File: config.mk
export PLATFORM = sky130hd
export DESIGN_NAME = apb_pwm_multi_flat
export DESIGN_NICKNAME = d
export VERILOG_FILES = /design/src/rtl/apb_pwm_multi_if.sv /design/src/rtl/apb_pwm_multi.sv /design/src/flat_wrapper.sv
export SDC_FILE = /design/constraint.sdc
export NUM_CORES = 1
export LEC_CHECK = 0
export BUFFER_PORTS_ARGS = -buffer_cell sky130_fd_sc_hd__clkbuf_2
export CAP_MARGIN = 20
export CORE_MARGIN = 5
export CORE_UTILIZATION = 35
export CTS_BUF_LIST = sky130_fd_sc_hd__clkbuf_8 sky130_fd_sc_hd__clkbuf_16
export CTS_CLUSTER_SIZE = 8
export DETAILED_ROUTE_END_ITERATION = 8
export GPL_TIMING_DRIVEN = 0
export PLACE_DENSITY = 0.64
export SETUP_SLACK_MARGIN = 0.1
export SLEW_MARGIN = 20
export SYNTH_ARGS = -nofsm -noshare
export SYNTH_HDL_FRONTEND = slang
export SYNTH_SLANG_ARGS = --single-unit
File: constraint.sdc
create_clock -name pclk_i -period 3.34 [get_ports pclk_i]
set_input_delay 0.835 -clock pclk_i [delete_from_list [all_inputs] [get_ports pclk_i]]
set_output_delay 0.835 -clock pclk_i [all_outputs]
set_load 0.05 [all_outputs]
File: src/rtl/apb_pwm_multi_if.sv
// APB3 bus bundle for apb_pwm_multi; signal names follow the slave's point of view.
interface apb_pwm_multi_if;
  logic [31:0] paddr_i;
  logic        psel_i;
  logic        penable_i;
  logic        pwrite_i;
  logic [31:0] pwdata_i;
  logic [3:0]  pstrb_i;
  logic        pready_o;
  logic [31:0] prdata_o;
  logic        pslverr_o;

  modport master (
    output paddr_i, psel_i, penable_i, pwrite_i, pwdata_i, pstrb_i,
    input  pready_o, prdata_o, pslverr_o
  );

  modport slave (
    input  paddr_i, psel_i, penable_i, pwrite_i, pwdata_i, pstrb_i,
    output pready_o, prdata_o, pslverr_o
  );
endinterface

File: src/rtl/apb_pwm_multi.sv
// APB3 slave with NUM_CH PWM channels sharing one period counter, double-buffered period/duty.
// Optional wrap interrupt (IRQ register at 0x0C, irq_o) is built only when PWM_IRQ_EN is defined.
module apb_pwm_multi #(
  parameter int NUM_CH = 4,
  parameter int CNT_W  = 16
) (
  input  logic              pclk_i,
  input  logic              preset_i,
  apb_pwm_multi_if.slave    apb,
  output logic [NUM_CH-1:0] pwm_o,
  output logic              irq_o
);

  localparam int IDX_W = (NUM_CH > 1) ? $clog2(NUM_CH) : 1;

  typedef enum logic [2:0] {
    SEL_CTRL, SEL_PERIOD, SEL_STATUS, SEL_IRQ, SEL_DUTY, SEL_NONE
  } reg_sel_e;

  typedef logic [CNT_W-1:0] cnt_t;

  logic              en_q, en_d, inv_q, inv_d;
  cnt_t              period_q, period_d, period_sh_q, period_sh_d;
  cnt_t              cnt_q, cnt_d;
  cnt_t              duty_q [NUM_CH];
  cnt_t              duty_d [NUM_CH];
  cnt_t              duty_sh_q [NUM_CH];
  cnt_t              duty_sh_d [NUM_CH];
  logic [NUM_CH-1:0] pwm_q, pwm_d;

  reg_sel_e          sel;
  logic [IDX_W-1:0]  duty_idx;
  logic              access, err, wr_en, rd_en, clr, hit_end, reload;
  logic [31:0]       wmask, rdata;
  logic              unused_addr_bits;

  function automatic logic [31:0] merge(input logic [31:0] old, input logic [31:0] wdata,
                                        input logic [31:0] mask);
    return (old & ~mask) | (wdata & mask);
  endfunction

  assign unused_addr_bits = ^apb.paddr_i[31:12];

  // Address decode on word index; unlisted words fall through to SEL_NONE.
  always_comb begin
    // NOTE: every signal written here gets a default first, so no path can leave it unassigned and infer a latch.
    sel      = SEL_NONE;
    duty_idx = '0;
    case (apb.paddr_i[11:2])
      10'd0: sel = SEL_CTRL;
      10'd1: sel = SEL_PERIOD;
      10'd2: sel = SEL_STATUS;
`ifdef PWM_IRQ_EN
      10'd3: sel = SEL_IRQ;
`endif
      default: begin
        for (int i = 0; i < NUM_CH; i++) begin
          if (apb.paddr_i[11:2] == 10'(4 + i)) begin
            sel      = SEL_DUTY;
            duty_idx = IDX_W'(i);
          end
        end
      end
    endcase
  end

  assign access = apb.psel_i & apb.penable_i;
  assign err    = access & ((apb.paddr_i[1:0] != 2'b00) | (sel == SEL_NONE) |
                            (apb.pwrite_i & (sel == SEL_STATUS)));
  assign wr_en  = access & apb.pwrite_i & ~err;
  assign rd_en  = access & ~apb.pwrite_i & ~err;
  assign wmask  = {{8{apb.pstrb_i[3]}}, {8{apb.pstrb_i[2]}},
                   {8{apb.pstrb_i[1]}}, {8{apb.pstrb_i[0]}}};

  assign apb.pready_o  = access;
  assign apb.pslverr_o = err;
  assign apb.prdata_o  = rdata;

  always_comb begin
    en_d     = en_q;
    inv_d    = inv_q;
    period_d = period_q;
    duty_d   = duty_q;
    clr      = 1'b0;
    if (wr_en) begin
      case (sel)
        SEL_CTRL: begin
          if (apb.pstrb_i[0]) begin
            en_d  = apb.pwdata_i[0];
            clr   = apb.pwdata_i[1];
            inv_d = apb.pwdata_i[2];
          end
        end
        SEL_PERIOD: period_d = cnt_t'(merge(32'(period_q), apb.pwdata_i, wmask));
        SEL_DUTY:   duty_d[duty_idx] = cnt_t'(merge(32'(duty_q[duty_idx]), apb.pwdata_i, wmask));
        default: ;
      endcase
    end
  end

  // Shadows follow the programmed values (including a write landing this edge) whenever
  // the counter restarts: disabled, cleared, or at the last count of a period.
  assign hit_end = (cnt_q == period_sh_q);
  assign reload  = clr | ~en_q | hit_end;

  always_comb begin
    cnt_d       = reload ? '0 : cnt_q + cnt_t'(1);
    period_sh_d = reload ? period_d : period_sh_q;
    duty_sh_d   = reload ? duty_d : duty_sh_q;
    for (int i = 0; i < NUM_CH; i++) begin
      pwm_d[i] = (en_q & (cnt_q < duty_sh_q[i])) ^ inv_q;
    end
  end

  always_ff @(posedge pclk_i) begin
    if (preset_i) begin
      en_q        <= 1'b0;
      inv_q       <= 1'b0;
      period_q    <= '1;
      period_sh_q <= '1;
      cnt_q       <= '0;
      pwm_q       <= '0;
      // NOTE: the duty arrays are a few flops, not a RAM, so they reset like any other register.
      for (int i = 0; i < NUM_CH; i++) begin
        duty_q[i]    <= '0;
        duty_sh_q[i] <= '0;
      end
    end else begin
      // NOTE: non-blocking assignments here so every register samples pre-edge values.
      en_q        <= en_d;
      inv_q       <= inv_d;
      period_q    <= period_d;
      period_sh_q <= period_sh_d;
      cnt_q       <= cnt_d;
      pwm_q       <= pwm_d;
      duty_q      <= duty_d;
      duty_sh_q   <= duty_sh_d;
    end
  end

  assign pwm_o = pwm_q;

`ifdef PWM_IRQ_EN
  logic pend_q, pend_d, ie_q, ie_d, irq_q, wrap, w1c;

  // A CLR restart is not a wrap; a wrap in the same cycle as W1C keeps PEND set.
  assign wrap = en_q & hit_end & ~clr;

  always_comb begin
    ie_d = ie_q;
    w1c  = 1'b0;
    if (wr_en && (sel == SEL_IRQ) && apb.pstrb_i[0]) begin
      w1c  = apb.pwdata_i[0];
      ie_d = apb.pwdata_i[1];
    end
    pend_d = wrap | (pend_q & ~w1c);
  end

  always_ff @(posedge pclk_i) begin
    if (preset_i) begin
      pend_q <= 1'b0;
      ie_q   <= 1'b0;
      irq_q  <= 1'b0;
    end else begin
      pend_q <= pend_d;
      ie_q   <= ie_d;
      irq_q  <= pend_q & ie_q;
    end
  end

  assign irq_o = irq_q;
`else
  assign irq_o = 1'b0;
`endif

  always_comb begin
    rdata = '0;
    if (rd_en) begin
      case (sel)
        SEL_CTRL:   rdata = {29'd0, inv_q, 1'b0, en_q};
        SEL_PERIOD: rdata = 32'(period_q);
        SEL_STATUS: rdata = 32'(cnt_q);
`ifdef PWM_IRQ_EN
        SEL_IRQ:    rdata = {30'd0, ie_q, pend_q};
`endif
        SEL_DUTY:   rdata = 32'(duty_q[duty_idx]);
        default:    rdata = '0;
      endcase
    end
  end

endmodule

File: src/flat_wrapper.sv
// flat-port wrapper written by rule: the top's interface ports become plain ports
module apb_pwm_multi_flat 
#(
  parameter int NUM_CH = 4,
  parameter int CNT_W  = 16
)
  (pclk_i, preset_i, pwm_o, irq_o, apb_paddr_i, apb_psel_i, apb_penable_i, apb_pwrite_i, apb_pwdata_i, apb_pstrb_i, apb_pready_o, apb_prdata_o, apb_pslverr_o);
  apb_pwm_multi_if apb_i ();
  input  logic pclk_i;
  input  logic preset_i;
  output logic [NUM_CH-1:0] pwm_o;
  output logic irq_o;
  input wire logic [$bits(apb_i.paddr_i)-1:0] apb_paddr_i;
  input wire logic [$bits(apb_i.psel_i)-1:0] apb_psel_i;
  input wire logic [$bits(apb_i.penable_i)-1:0] apb_penable_i;
  input wire logic [$bits(apb_i.pwrite_i)-1:0] apb_pwrite_i;
  input wire logic [$bits(apb_i.pwdata_i)-1:0] apb_pwdata_i;
  input wire logic [$bits(apb_i.pstrb_i)-1:0] apb_pstrb_i;
  output wire logic [$bits(apb_i.pready_o)-1:0] apb_pready_o;
  output wire logic [$bits(apb_i.prdata_o)-1:0] apb_prdata_o;
  output wire logic [$bits(apb_i.pslverr_o)-1:0] apb_pslverr_o;
  assign apb_i.paddr_i = apb_paddr_i;
  assign apb_i.psel_i = apb_psel_i;
  assign apb_i.penable_i = apb_penable_i;
  assign apb_i.pwrite_i = apb_pwrite_i;
  assign apb_i.pwdata_i = apb_pwdata_i;
  assign apb_i.pstrb_i = apb_pstrb_i;
  assign apb_pready_o = apb_i.pready_o;
  assign apb_prdata_o = apb_i.prdata_o;
  assign apb_pslverr_o = apb_i.pslverr_o;
  apb_pwm_multi #(.NUM_CH(NUM_CH), .CNT_W(CNT_W)) u_core (.pclk_i(pclk_i), .preset_i(preset_i), .apb(apb_i), .pwm_o(pwm_o), .irq_o(irq_o));
endmodule
==> After elaboration in Yosys (flattened, before gate mapping) <==
Cells that the tools add are included.
W data, S select, Z words.
{ "word_totals": {"regBits": 182, "in_bits": 73, "out_inout_bits": 39, "word_cells": 92} }
{ "classes": {"add_sub_neg": 1, "magnitude_cmp": 6, "n_eq_ne": 11, "mux": 24, "n_bitwise": 29, "reduce_logical": 7} }
{ "op_table": {"columns": ["cell", "count"], "rows": [
  ["$mux W64", 2],
  ["$mux W16", 5],
  ["$bwmux W64", 1],
  ["$lt A16 B16 Y1", 4],
  ["$pmux W16 S4", 1],
  ["$and A16 B16 Y16", 3],
  ["$eq A10 B3 Y1 const B", 4],
  ["$bmux W16 S2", 1],
  ["$demux W16 S2", 1],
  ["$mux W32", 1],
  ["$or A16 B16 Y16", 2],
  ["$add A16 B1 Y16 const B", 1],
  ["$eq A16 B16 Y1", 1],
  ["$not A16 Y16", 1],
  ["$and A1 B1 Y1", 11],
  ["$eq A10 B1 Y1 const B", 1],
  ["$eq A10 B2 Y1 const B", 1],
  ["$logic_not A10 Y1", 1],
  ["$pmux W3 S3", 1],
  ["$mux W1", 8],
  ["$eq A3 B3 Y1 const B", 2],
  ["$mux W2", 3],
  ["$or A1 B1 Y1", 4],
  ["$xor A1 B1 Y1", 4],
  ["other kinds (12)", 14]
]} }

==> Depth between registers and ports, before layout <==
Gate-level depths: netlist of the first run.
{ "logic_depth": {"word_depth": 16, "ltp_mapped": 10, "mapped_depth_nobuf": 8} }

==> Worst setup path after synthesis of the first run <==
No wires, ideal clock.
{ "synth_timing": {"path_kind": "input to output", "start": "input apb_paddr_i[10]", "end": "output apb_prdata_o[0]", "arrival_time_ps": 3312, "required_ps": 2505, "path_slack_ps": -807, "path_stages": 7, "path_buffers": 2, "path_cell_list": "buf_2 -> or4_4 -> nor3_4 -> nor3b_2 -> buf_2 -> a22oi_1 -> a31oi_1"} }
{ "synth_via": {"elab_chain_cells": 13, "word_cells_on_any_way": 34, "classes_between": "10 x eq/ne; 14 x mux; 7 x bitwise; 3 x reduce/logical"} }
{ "synth_rtl": {"columns": ["element", "line", "text"], "rows": [
  ["start: declaration", "flat_wrapper.sv:13", "input wire logic [$bits(apb_i.paddr_i)-1:0] apb_paddr_i;"],
  ["$eq A10 B3 Y1", "apb_pwm_multi.sv:58", "if (apb.paddr_i[11:2] == 10'(4 + i)) begin"],
  ["$mux W1 (4 in a row)", "apb_pwm_multi.sv:58", null],
  ["$pmux W3 S3", "apb_pwm_multi.sv:49", "case (apb.paddr_i[11:2])"],
  ["$eq A3 B3 Y1 or $eq A3 B2 Y1 (tied branches)", "apb_pwm_multi.sv:68, apb_pwm_multi.sv:69, apb_pwm_multi.sv:179", null],
  ["$or A1 B1 Y1 or $and A1 B1 Y1 (tied branches)", "apb_pwm_multi.sv:68, apb_pwm_multi.sv:69", null],
  ["$or A1 B1 Y1", "apb_pwm_multi.sv:68", "assign err = access & ((apb.paddr_i[1:0] != 2'b00) | (sel == SEL_NONE) |"],
  ["$and A1 B1 Y1", "apb_pwm_multi.sv:68", null],
  ["$not A1 Y1", "apb_pwm_multi.sv:71", "assign rd_en = access & ~apb.pwrite_i & ~err;"],
  ["$and A1 B1 Y1", "apb_pwm_multi.sv:71", null],
  ["$mux W32 (*)", "apb_pwm_multi.sv:178", "if (rd_en) begin"],
  ["end: declaration", "flat_wrapper.sv:20", "output wire logic [$bits(apb_i.prdata_o)-1:0] apb_prdata_o;"]
]} }
Every way passes the cells marked *; elsewhere a longest branch is shown, timed or not. The select of a mux whose other input is x is not followed.

==> Worst setup path after layout of the first run <==
{ "layout_timing": {"start": "input apb_paddr_i[11]", "end": "output apb_prdata_o[15]"} }
Same word-level chain as after synthesis.

==> results, run 1 <==
- Based on the critical path, the design can be clocked at up to 285 MHz.
- The horizontal die dimension is 179 um.
- The post-route worst setup slack is -0.174 ns.
- The cell sitting at the root of the clock tree is a sky130_fd_sc_hd__clkbuf_16.
- The post-layout total power is 4580 uW.
- The filler cells instantiated in the layout total around 2700.
- The worst slew margin relative to its limit is 0.353.
- The clock passes through at most 2 buffers.
- Counting cells, the worst reg-to-reg path comes to 10.
- The area growth from synthesis to layout is 22.0%.
- The signal on the critical path passes through buf_12, or4_4, nor3_4, nor3b_4, buf_6, buf_4, a222oi_1, nor2_4, buf_8.
- The combinational power share is 0.064.
- Summing all placed instances gives a cell area of 11000 um^2.
- Of the total power, the clock network draws 0.463.
- The most frequently used flop master after synthesis is sky130_fd_sc_hd__dfxtp_1.
- The number of synthesized flops with an enable pin is 0.
- In this run the critical register-to-register path is launched from u_core.cnt_q[0]$_SDFF_PP0_.
- The final design instance area without fill is 12200 um^2.
- The share of flip-flops with an asynchronous set or reset after synthesis is 0.
- The peak supply drop is 0.386 mV.
- The placed wire-length estimate is 25500 um.
- Max-cap violations in this run came to 0.
- The final layout contains routed wiring with a total length of 34400 um.
- The final reports fail on setup timing.
- The floorplan step defined a core boundary enclosing 28000 um^2.
- The H-tree generated during clock tree synthesis spans 4 levels.
- The congestion estimate from routability-driven global placement came to 0.913.
- Counting distinct cell types in the post-synthesis netlist gives 57.
- After global routing the overflow that remains totals 0.
- In this run, synthesis produced a sequential element count of 182.
- The area of the die is 32000 um^2.
- The analysis attributes to net switching a power of 1120 uW.
- The clock reaches the later pin of the worst-skew pair after approximately 0.44 ns.
- A synthesized cell averages 8.66 um^2.
- The clock net in this run drives a total of 182 sinks.
- Row generation in the floorplan step produced 61 rows.
- The critical path data arrival time is 2.68 ns.
- Between clock sinks in the finished design, the worst skew comes to 0.0106 ns.
- The final critical path time including I/O delays and setup is 3.51 ns.
- The largest driver fanout on the critical path is 5.
- The number of clock buffers inserted by TritonCTS is 17.
- Synthesis produced 1154 cells.
- The count of hold-fix buffers inserted at cts is 0.
- The run finished, with violations left.
- The number of global-route vias before repair was ~9000.
- Dividing the final minimum period by the clock period gives 1.05.
- TritonCTS built the clock tree.
- The startpoint of the tightest hold check path is u_core.duty_sh_q[17]$_SDFFE_PP0P_.
- Setup repair after global routing could not meet its margin everywhere.
- The warning count from the yosys run is 0.
- Entering global routing, the biggest net connects 17 pins.
- For this block, the via count after detailed routing is 9277.
- The count of nets left with antenna violations once routing finished came out at 0.
- The logic depth of the worst path, buffers included is 9.
- The critical path required time is 2.50 ns.
- After the first detailed-routing iteration, the DRC count stood at 1118.
- The cell family contributing the most delay on the critical path is simple AND/OR/NAND/NOR gates.
- The number of iterations in the first detailed-routing pass is 6.
- 0 antenna diodes ended up in the layout.
- Of the total power, the share spent switching nets is 0.245.
- During I/O placement, the number of pins put on the boundary was 112.
- The capture endpoint of the worst hold path is u_core.duty_sh_q[17]$_SDFFE_PP0P_.
- Summing all flip-flop and latch instances after layout gives 3640 um^2.
- After clock tree synthesis, the clock-pin slew on the worst setup and hold paths is 0.07 ns.
- Before CTS, the worst setup slack after placement is -0.794 ns.
- The first global-routing pass estimated 52000 um of wire.
- The number of antenna violations at the first check in global routing is 0.
- The critical path's largest stage delay is 0.57 ns.
- In the routed design, unresolved DRC markers number 0.
- In this run the critical register-to-register path is captured at u_core.duty_sh_q[62]$_SDFFE_PP0P_.
- The count of buffer and inverter cells on the critical path is 4.
- The via count normalized by instance count is 5.62.
- The post-synthesis instance area is 10000 um^2.
- For this run, the register share of the synthesized area comes to 0.365.
- The share of power burned in registers is 0.474.
- The hold violation total from the final report is 0.
- In the final timing run, aggregate negative setup slack is -2.11 ns.
- By startpoint and endpoint, the worst setup path is classified as in2out.
- The worst hold path was traced through 2 stages.
- The critical-path cell with the highest stage delay is sky130_fd_sc_hd__or4_4.
- Cell internal power was estimated by the tool at approximately 3500 uW.
- Dividing total power by cell area gives a power density of 375 nW/um^2.
- In the global route stage, overall resource usage came out at 0.215.
- The die is 179 um tall.
- The transition time at the pin with the least slew margin is 0.968 ns.
- For this configuration, the core starts out at a cell density of 0.357.
- The path class of the tightest hold or removal check is reg2reg.
- The static leakage power is 0.00423 uW.
- In the final routed layout, each cell accounts on average for approximately 21 um.
- The area occupied by multi-input gates is 5910 um^2.
- The number of pins exceeding their max-slew limit in the final report is 0.
- Port buffering added 52 buffers.
- The setup slack on the worst flop-to-flop path is between 0.2 and 0.3 ns.
- For this run, the post-layout net count is 1395.
- The fraction of layout cells with a size suffix above 1 is 0.174.
- The element type at the critical path end is an output port.
- For this run, the share of the core covered by cells in the final layout is 0.436.
- Setup violations remaining at the end of the flow were counted as 17.
- STA classifies the critical path startpoint as an input port.
kinds of logic after synthesis:
group                      after synthesis  synth area share
AOI/OAI and AO/OA                      373             0.277
xor gates and xnor gates                32            0.0280
adders and majority gates               61            0.0764
buffers and inverters                  172            0.0795
DFF                                    182             0.365
muxes                                   21            0.0212
other                                    1          0.000375
and+or+nand+nor                        312             0.153
cells in the mapped netlist, drive strengths merged (8+ instances only):
cell	count	area, um^2
dfxtp	182	3640
nor2	115	432
a211oi	90	676
a21oi	82	410
a211o	77	674
nand2	72	270
inv	67	251
ha	61	763
clkbuf	54	203
buf	50	337
nor2b	38	238
xor2	29	254
nor3	21	121
mux2i	20	200
a22oi	17	128
o21bai	16	120
a21boi	14	139
o21a	14	105
o221ai	14	123
a222oi	13	130
nand3	13	70.1
nand4	12	75.1
nand2b	11	68.8
o21ai	9	45.0
o211ai	8	60.1
worst max path at each step:
stage / slack, ns / end / from
final: -0.17 / apb_prdata_o[15] / apb_paddr_i[11]
after global routing: -0.21 / apb_prdata_o[0] / apb_paddr_i[11]
after CTS: -0.21 / apb_prdata_o[5] / apb_paddr_i[7]
after detailed placement: -0.79 / apb_prdata_o[15] / apb_paddr_i[3]
after global placement: -0.80 / apb_prdata_o[14] / apb_paddr_i[7]
after floorplan: -0.29 / apb_prdata_o[0] / apb_paddr_i[11]
worst reg2reg max path, stage by stage, from the launching register on:
cell,delay [ns]
sky130_fd_sc_hd__dfxtp_1,0.34
sky130_fd_sc_hd__clkbuf_1,0.59
sky130_fd_sc_hd__xor2_1,0.20
sky130_fd_sc_hd__nor4_1,0.26
sky130_fd_sc_hd__nand4_1,0.22
sky130_fd_sc_hd__o211a_1,0.17
sky130_fd_sc_hd__buf_6,0.15
sky130_fd_sc_hd__buf_6,0.16
sky130_fd_sc_hd__buf_2,0.23
sky130_fd_sc_hd__a211oi_1,0.53
sky130_fd_sc_hd__a211oi_1,0.10
layer usage:
metal  global-route usage  vias up  wire [um]
li1                     -     4399          -
met1                0.286     4414      14400
met2                0.341      382      15800
met3               0.0304       82       2550
met4                0.106        0       1680
met5                    0        -          0
flip-flops by register name (all words and copies together) (netlist names):
| register | flops |
|---|---|
| u_core.cnt_q | 16 |
| u_core.duty_q | 64 |
| u_core.duty_sh_q | 64 |
| u_core.en_q | 1 |
| u_core.inv_q | 1 |
| u_core.period_q | 16 |
| u_core.period_sh_q | 16 |
| u_core.pwm_o | 4 |
power by group through the flow:
| stage | Sequential [uW] | Combinational, uW | Clock [uW] |
|---|---|---|---|
| 2_1_floorplan | 2220 | 174 | 0 |
| 3_3_place_gp | 2220 | 258 | 0 |
| 3_5_place_dp | 2220 | 258 | 0 |
| 4_1_cts | 2170 | 274 | 2130 |
| 5_1_grt | 2170 | 305 | 2240 |
| 6_report | 2170 | 292 | 2120 |
cell type report:
type | count | share of cell area
Clock buffer | 18 | 0.0360
Inverter | 68 | 0.0209
Sequential cell | 182 | 0.299
Buffer | 103 | 0.0547
Tap cell | 378 | 0.0388
Clock inverter | 14 | 0.0144
Timing Repair Buffer | 73 | 0.0519
Multi-Input combinational cell | 816 | 0.485
placed cells by master (no fill, tap or decap), types with 12 or more instances in the layout:
master / instances
sky130_fd_sc_hd__xor2_1: 29
sky130_fd_sc_hd__buf_6: 12
sky130_fd_sc_hd__buf_4: 37
sky130_fd_sc_hd__a211o_1: 77
sky130_fd_sc_hd__nand3_1: 12
sky130_fd_sc_hd__a21oi_1: 82
sky130_fd_sc_hd__o221ai_1: 14
sky130_fd_sc_hd__nor3_1: 18
sky130_fd_sc_hd__a222oi_1: 13
sky130_fd_sc_hd__ha_1: 61
sky130_fd_sc_hd__nor2b_1: 38
sky130_fd_sc_hd__dfxtp_1: 182
sky130_fd_sc_hd__clkbuf_1: 43
sky130_fd_sc_hd__buf_2: 19
sky130_fd_sc_hd__a22oi_1: 12
sky130_fd_sc_hd__clkbuf_2: 38
sky130_fd_sc_hd__o21a_1: 14
sky130_fd_sc_hd__buf_8: 18
sky130_fd_sc_hd__inv_1: 66
sky130_fd_sc_hd__nor2_4: 16
sky130_fd_sc_hd__nand4_1: 12
sky130_fd_sc_hd__o21bai_1: 16
sky130_fd_sc_hd__a211oi_1: 88
sky130_fd_sc_hd__nand2_1: 71
sky130_fd_sc_hd__mux2i_1: 15
sky130_fd_sc_hd__clkbuf_16: 20
sky130_fd_sc_hd__conb_1: 17
sky130_fd_sc_hd__nor2_1: 99
repair_timing:
item	in CTS	in global routing
endpoints found under the setup margin	17	21
pin swaps	13	23
hold endpoints to repair	0	0
gates cloned	2	1
gates resized for setup	74	45
buffers inserted	14	4
stage by stage:
step	hold WS, ns	instances
6_report	0.455	1652
5_1_grt	0.474	1652
4_1_cts	0.456	1647
3_5_place_dp	0.447	1600
3_3_place_gp	0.443	1600
2_1_floorplan	0.436	1170
(Power assumes the default switching activity.)
==> run 2, diff against run 1 <==
SETUP_SLACK_MARGIN = 0.2   (was 0.1)
==> run 2 against run 1 <==
Compared with the run above:
- the flow still finishes with violations (setup timing)
- count of clock-buffer cells in the layout unchanged
- clock power barely moved
- critical path type unchanged
- critical endpoint is now apb_prdata_o[10]
- register-to-register slack hardly changed
- power is 0.36% higher
==> results, run 2 (same netlist as run 1, synthesis figures left out) <==
- The flow ran to the end, but the final reports show violations.
- Clock latency on the worst-skew pair, taken at its later pin, is 0.45 ns.
- In the global route stage, met1 resource usage came out at 0.285.
- The path class of the lowest-slack min-delay path is reg2reg.
- In this run the tool buffered the top-level ports with 52 buffer cells.
- The library cell used most frequently in the layout, excluding fill and tap cells, is sky130_fd_sc_hd__dfxtp_1.
- The floorplan step set the die width to 179 um.
- After global routing, the most crowded layer is met2.
- In this run the power spent charging and discharging nets is 1140 uW.
- Row generation in the floorplan step produced 61 rows.
- In the layout the commonest cells are sky130_fd_sc_hd__dfxtp_1, sky130_fd_sc_hd__nor2_1, sky130_fd_sc_hd__a211oi_1, sky130_fd_sc_hd__a21oi_1, sky130_fd_sc_hd__a211o_1.
- Total power for the finished layout comes to 4590 uW.
- The number of inserted filler cells in the final layout is 2725.
- The share of the clock period used by the worst path after layout is 1.05.
- The clock root buffer is sky130_fd_sc_hd__clkbuf_16.
- The area used by sequential logic in the layout is ~3600 um^2.
- The worst setup path is launched from an input port.
- The starting density of the core is 0.357.
- Dividing the detail-routed wire length by the instance count gives between 20 and 25 um.
- The worst register-to-register path has a depth of 10.
- Once routing completed, OpenROAD measured the worst setup slack at -0.159 ns.
- The tightest hold path in the finished design has a slack of 0.454 ns.
- The final reports fail on setup timing.
- For this run, global-route usage on met2 was measured as 0.343.
- The area of the core region is 28000 um^2.
- Cell internal power was estimated by the tool at 3460 uW.
- Across the VDD grid, the largest voltage drop is 0.396 mV.
- The final critical path time including I/O delays and setup is about 3.5 ns.
- The residual overflow from global routing is 0.
- The tool flagged a number of max-cap violations equal to 0.
- Entering global routing, the biggest net connects 17 pins.
- The setup check on the worst reg-to-reg path leaves a slack of about 0.25 ns.
- The combinational power share is 0.064.
- The relative area change from synthesis to final layout is 22.6%.
- The number of clock sinks seen by CTS is 182.
- Across every metal layer, demand over resource in global routing totals 0.215.
- After clock tree synthesis, the clock-pin slew on the worst setup and hold paths is 0.07 ns.
- Setup repair after global routing could not meet its margin everywhere.
- Once detailed placement completed, the half-perimeter wirelength came to 25500 um.
- The number of remaining DRC errors is 0.
- The startpoint of the tightest hold check path is u_core.duty_sh_q[17]$_SDFFE_PP0P_.
- The number of inserted diodes is 0.
- For this run, global-route usage on met3 was measured as 0.0335.
- The via count normalized by instance count is approximately 5.6.
- The wire length reported by the detailed router is 34600 um.
- The net total in the final layout is 1393.
- The fraction of layout cells with a size suffix above 1 is 0.177.
- Clock tree synthesis inserted a total of 17 buffers.
- For the worst setup path, the data arrival time is 2.66 ns.
- The hold violation total from the final report was 0.
- The largest registers in the layout are u_core.duty_q: 64 flops, u_core.duty_sh_q: 64 flops.
- The hold-critical path depth is 2.
- The number of global-route vias before repair is 8995.
- The detailed router finished its first iteration with 1061 violations.
- In this run the critical register-to-register path is captured at u_core.duty_sh_q[30]$_SDFFE_PP0P_.
- For hold timing, the worst endpoint is u_core.duty_sh_q[17]$_SDFFE_PP0P_.
- The first global-routing pass estimated roughly 52000 um of wire.
- The area occupied by multi-input gates is 5950 um^2.
- The maximum root-to-sink buffer count is 2.
- The number of iterations in the first detailed-routing pass is 6.
- Tracing the worst setup path back leads to its startpoint at apb_paddr_i[6].
- The number of pins exceeding their max-slew limit in the final report is 0.
- The total via count in the routed design is 9270.
- The transition time at the pin with the least slew margin is 0.936 ns.
- The startpoint of the worst register-to-register path is u_core.cnt_q[0]$_SDFF_PP0_.
- The worst setup path is captured at an output port.
- The highest clock frequency the design can meet is roughly 290 MHz.
- The share of power burned in registers is 0.472.
- The die is 179 um tall.
- For this design the top-level I/O count stands at 112.
- Setup violations remaining at the end of the flow were counted as 17.
- The number of antenna violations at the first check in global routing is 0.
- The routability-driven placement congestion ratio is 0.913.
- Summed over all failing endpoints, the final setup total negative slack is -2.11 ns.
- The level count of the clock H-tree is 4.
- The path type of the worst setup path is in2out.
- The proportion of total power due to net switching is 0.248.
- Data on the critical path is required at its endpoint by 2.50 ns.
- The die covers roughly 32000 um^2.
- In this run the remaining antenna-violating nets after routing total 0.
- Dividing total power by cell area gives a power density of 375 nW/um^2.
- TritonCTS built the clock tree.
- The static leakage power is 0.00424 uW.
- The worst-case clock skew is 0.00910 ns.
- The largest driver fanout on the critical path is 5.
- Measured against its own limit, the worst slew margin works out to 0.376.
- Of the total power, the clock network draws 0.464.
## run 2: worst max-delay path, stage by stage
cell and delay (ns):
sky130_fd_sc_hd__buf_6 0.09, sky130_fd_sc_hd__or4_4 0.57, sky130_fd_sc_hd__nor3_4 0.17, sky130_fd_sc_hd__nor3b_4 0.22
sky130_fd_sc_hd__buf_6 0.15, sky130_fd_sc_hd__buf_6 0.13, sky130_fd_sc_hd__a222oi_1 0.15, sky130_fd_sc_hd__nor2_4 0.16
sky130_fd_sc_hd__clkbuf_8 0.18
## run 2: stage by stage
step | utilization | instance area [um^2] | setup slack [ns] | cells
global route | 0.438 | 12300 | -0.220 | 1650
finish | 0.438 | 12300 | -0.159 | 1650
CTS | 0.432 | 12100 | -0.141 | 1646
detailed placement | 0.392 | 11000 | -0.794 | 1600
floorplan | - | 10300 | -0.288 | 1170
global placement | 0.392 | 11000 | -0.796 | 1600
## run 2: cell type report
type	count	share of cell area
flip-flops and latches	182	0.297
repair buffers	70	0.0509
clock inverters	14	0.0143
inverters	68	0.0211
multi-input cells	816	0.486
plain buffers	104	0.0563
clock buffers	18	0.0358
well taps	378	0.0386
## run 2: worst max path at each step
stage / to / cells after the start / slack (ns)
floorplan: apb_prdata_o[0] / 7 / -0.29
global placement: apb_prdata_o[14] / 10 / -0.80
detailed placement: apb_prdata_o[15] / 7 / -0.79
CTS: apb_prdata_o[0] / 9 / -0.14
global route: apb_prdata_o[10] / 9 / -0.22
finish: apb_prdata_o[10] / 9 / -0.16
## run 2: power groups by stage
stage | Sequential [uW] | Clock [uW] | Combinational [uW]
2_1_floorplan | 2220 | 0 | 174
3_3_place_gp | 2220 | 0 | 258
3_5_place_dp | 2220 | 0 | 258
4_1_cts | 2170 | 2130 | 277
5_1_grt | 2170 | 2240 | 310
6_report | 2170 | 2130 | 296
## run 2: what timing repair did
action | 4_1_cts | 5_1_grt
setup endpoints to repair | 21 | 38
pin swaps | 17 | 17
buffers inserted | 12 | 4
hold buffers | 0 | 0
cloned | 2 | 0
resized for setup | 92 | 43
## run 2: per-layer routing
metal	wire length, um	share of wire	up-vias
li1	-	-	4398
met1	14800	0.43	4443
met2	16100	0.47	364
met3	2240	0.065	65
met4	1480	0.043	0
met5	0	0	-
==> run 3, diff against run 2 <==
CORE_ASPECT_RATIO = 0.6   (was default)
==> run 3 against run 2 <==
Compared with the run above:
- largest cell class unchanged
- fmax barely moved
- the flow still finishes with violations (setup timing)
- cell area fell by 0.55%
- power rose by 1.7%
- worst hold slack improved by 0.0043 ns
- register-to-register slack improved by 0.12 ns
- via count rose by 2.8%
- clock power rose by 4%
- sequential power barely moved
- core utilization barely moved
- clock skew rose by 0.0039 ns
- die area rose by 0.35%
- non-clock buffer count rose by 4
==> results, run 3 (same netlist as run 1, synthesis figures left out) <==
- The final critical path time including I/O delays and setup is 3.50 ns.
- The wire length per cell after detailed routing is 23.4 um.
- The startpoint kind of the worst setup timing path is an input port.
- In the final layout, the registers with the most flip-flops are u_core.duty_q: 64 flops, u_core.duty_sh_q: 64 flops.
- The critical path required time is 2.50 ns.
- The placed wire-length estimate is between 20000 and 30000 um.
- The floorplan step defined a die boundary enclosing 32200 um^2.
- The tool flagged a number of max-cap violations equal to 0.
- In the layout the commonest cells are sky130_fd_sc_hd__dfxtp_1, sky130_fd_sc_hd__nor2_1, sky130_fd_sc_hd__a211oi_1, sky130_fd_sc_hd__a21oi_1, sky130_fd_sc_hd__a211o_1.
- The die is 141 um tall.
- The wire length reported by the detailed router is about 38000 um.
- IR analysis of the VDD net gives a maximum drop of between 0.2 and 0.3 mV.
- The number of remaining DRC errors is 0.
- Along the worst path, the maximum fanout reaches 10.
- The number of antenna violations at the first check in global routing is 0.
- TritonCTS built the clock tree.
- Setup repair after global routing could not meet its margin everywhere.
- The clock latency on the worst-skew pair is 0.46 ns.
- The post-placement setup slack is -0.710 ns.
- Setup violations remaining at the end of the flow were counted as 17.
- The count of pins on the block boundary is 112.
- STA classifies the critical path endpoint as an output port.
- The H-tree generated during clock tree synthesis spans 4 levels.
- Once detail routing completed, the nets flagged for antenna violations numbered 0.
- The area of the core region is 27900 um^2.
- Setup total negative slack on the finished layout was measured at -2.13 ns.
- In this run the core area contains 47 standard-cell rows.
- The hold violation total from the final report is 0.
- Measured along the x axis, the die boundary spans 228 um.
- Hold repair after CTS inserted 0 buffers.
- Buffers inserted during clock tree synthesis total 17.
- Using the TritonRoute via totals, the vias-per-cell ratio works out to between 5 and 6.
- The instance area at placement is 11000 um^2.
- The pre-antenna-repair detailed-routing pass consisted of 5 iterations.
- The number of global-route vias before repair is 8754.
- The finished cells cover 12200 um^2.
- Leaving out fill and tap cells, the most frequent cell in the layout is sky130_fd_sc_hd__dfxtp_1.
- Entering global routing, the biggest net connects 17 pins.
- The highest clock frequency the design can meet is 286 MHz.
- The cell area power density is 383 nW/um^2.
- The congestion estimate from routability-driven global placement came to 0.951.
- After layout, the worst setup slack is -0.157 ns.
- The final reports fail on setup timing.
- The first-pass GRT wire length is 55500 um.
- The static leakage power is approximately 0.0043 uW.
- The path class of the lowest-slack min-delay path is reg2reg.
- The clock root buffer is sky130_fd_sc_hd__clkbuf_16.
- The share of the clock period used by the worst path after layout is 1.05.
- The residual overflow from global routing is 0.
- The number of pins exceeding their max-slew limit in the final report is 0.
- The quantity of I/O buffers inserted on ports is 52.
- The net total in the final layout is approximately 1400.
- The maximum root-to-sink buffer count is 2.
- The overall global routing resource usage is 0.230.
- The number of clock sinks seen by CTS is 182.
- The clock input transition at the sequential cells of the worst setup and hold paths is 0.07 ns.
- The fraction of layout cells with a size suffix above 1 is 0.176.
- Data arrives at the worst endpoint at 2.66 ns.
- The worst pin sits at a relative slew slack of 0.338.
- The transition time at the pin with the least slew margin is ~0.99 ns.
- The flow ran to the end, but the final reports show violations.
- The worst-case clock skew is between 0.01 and 0.015 ns.
- The number of violations reported at the end of detailed-routing iteration 0 is 1321.
- The initial utilization of the core area, before any placement, comes to 0.359.
- The total via count in the routed design is 9528.
- Relative to the synthesized area, the layout overhead comes to 21.9%.
- The setup path with the least slack is of type in2out.
- The number of inserted diodes is 0.
-- run 3: per-stage QoR --
step | hold WS [ns] | std cells | utilization | total power [uW]
finish | 0.459 | 1643 | 0.437 | 4670
global route | 0.480 | 1643 | 0.437 | 4790
CTS | 0.460 | 1638 | 0.433 | 4660
detailed placement | 0.448 | 1589 | 0.394 | 2480
global placement | 0.443 | 1589 | 0.394 | 2480
floorplan | 0.436 | 1170 | - | 2390
-- run 3: layout make-up --
cell class	count	area (um^2)
Buffer	104	668
Clock buffer	17	425
Clock inverter	15	201
Fill cell	2716	15700
Inverter	68	255
Multi-Input combinational cell	816	5900
Sequential cell	182	3640
Tap cell	367	459
Timing Repair Buffer	74	634
-- run 3: worst paths after layout --
check                                                  startpoint                           endpoint  slack (ns)  depth (start not counted)
worst min register to register  u_core.duty_sh_q[24]$_SDFFE_PP0P_  u_core.duty_sh_q[24]$_SDFFE_PP0P_        0.46                          2
worst min-delay path            u_core.duty_sh_q[24]$_SDFFE_PP0P_  u_core.duty_sh_q[24]$_SDFFE_PP0P_        0.46                          2
worst max register to register         u_core.cnt_q[5]$_SDFF_PP0_  u_core.duty_sh_q[14]$_SDFFE_PP0P_        0.37                          9
worst max-delay path                              apb_paddr_i[11]                   apb_prdata_o[13]       -0.16                          8
-- run 3: worst max-delay path, cell delays in order --
cell,delay (ns)
sky130_fd_sc_hd__buf_12,0.11
sky130_fd_sc_hd__or4_4,0.58
sky130_fd_sc_hd__nor3_4,0.17
sky130_fd_sc_hd__nor3b_4,0.27
sky130_fd_sc_hd__buf_6,0.21
sky130_fd_sc_hd__a222oi_1,0.16
sky130_fd_sc_hd__nor2_4,0.17
sky130_fd_sc_hd__buf_8,0.15
-- run 3: routing by layer --
metal	up-vias	GRT usage	share of wire
li1	4397	-	-
met1	4561	0.343	0.47
met2	540	0.279	0.35
met3	30	0.133	0.17
met4	0	0.0388	0.0093
met5	-	0	0
-- run 3: power by group --
| group | total (uW) | internal (uW) | leakage (uW) | switching (uW) |
|---|---|---|---|---|
| logic | 296 | 82.1 | 0.00251 | 214 |
| clock network | 2210 | 1260 | 0.000300 | 953 |
| registers | 2170 | 2170 | 0.00147 | 0.0142 |
| total | 4670 | 3510 | 0.00428 | 1170 |
-- run 3: repair_timing --
action / in CTS / in global routing
setup endpoints to repair: 24 / 41
setup buffers: 16 / 4
resized for setup: 77 / 46
cloned: 1 / 1
pin swaps: 17 / 3
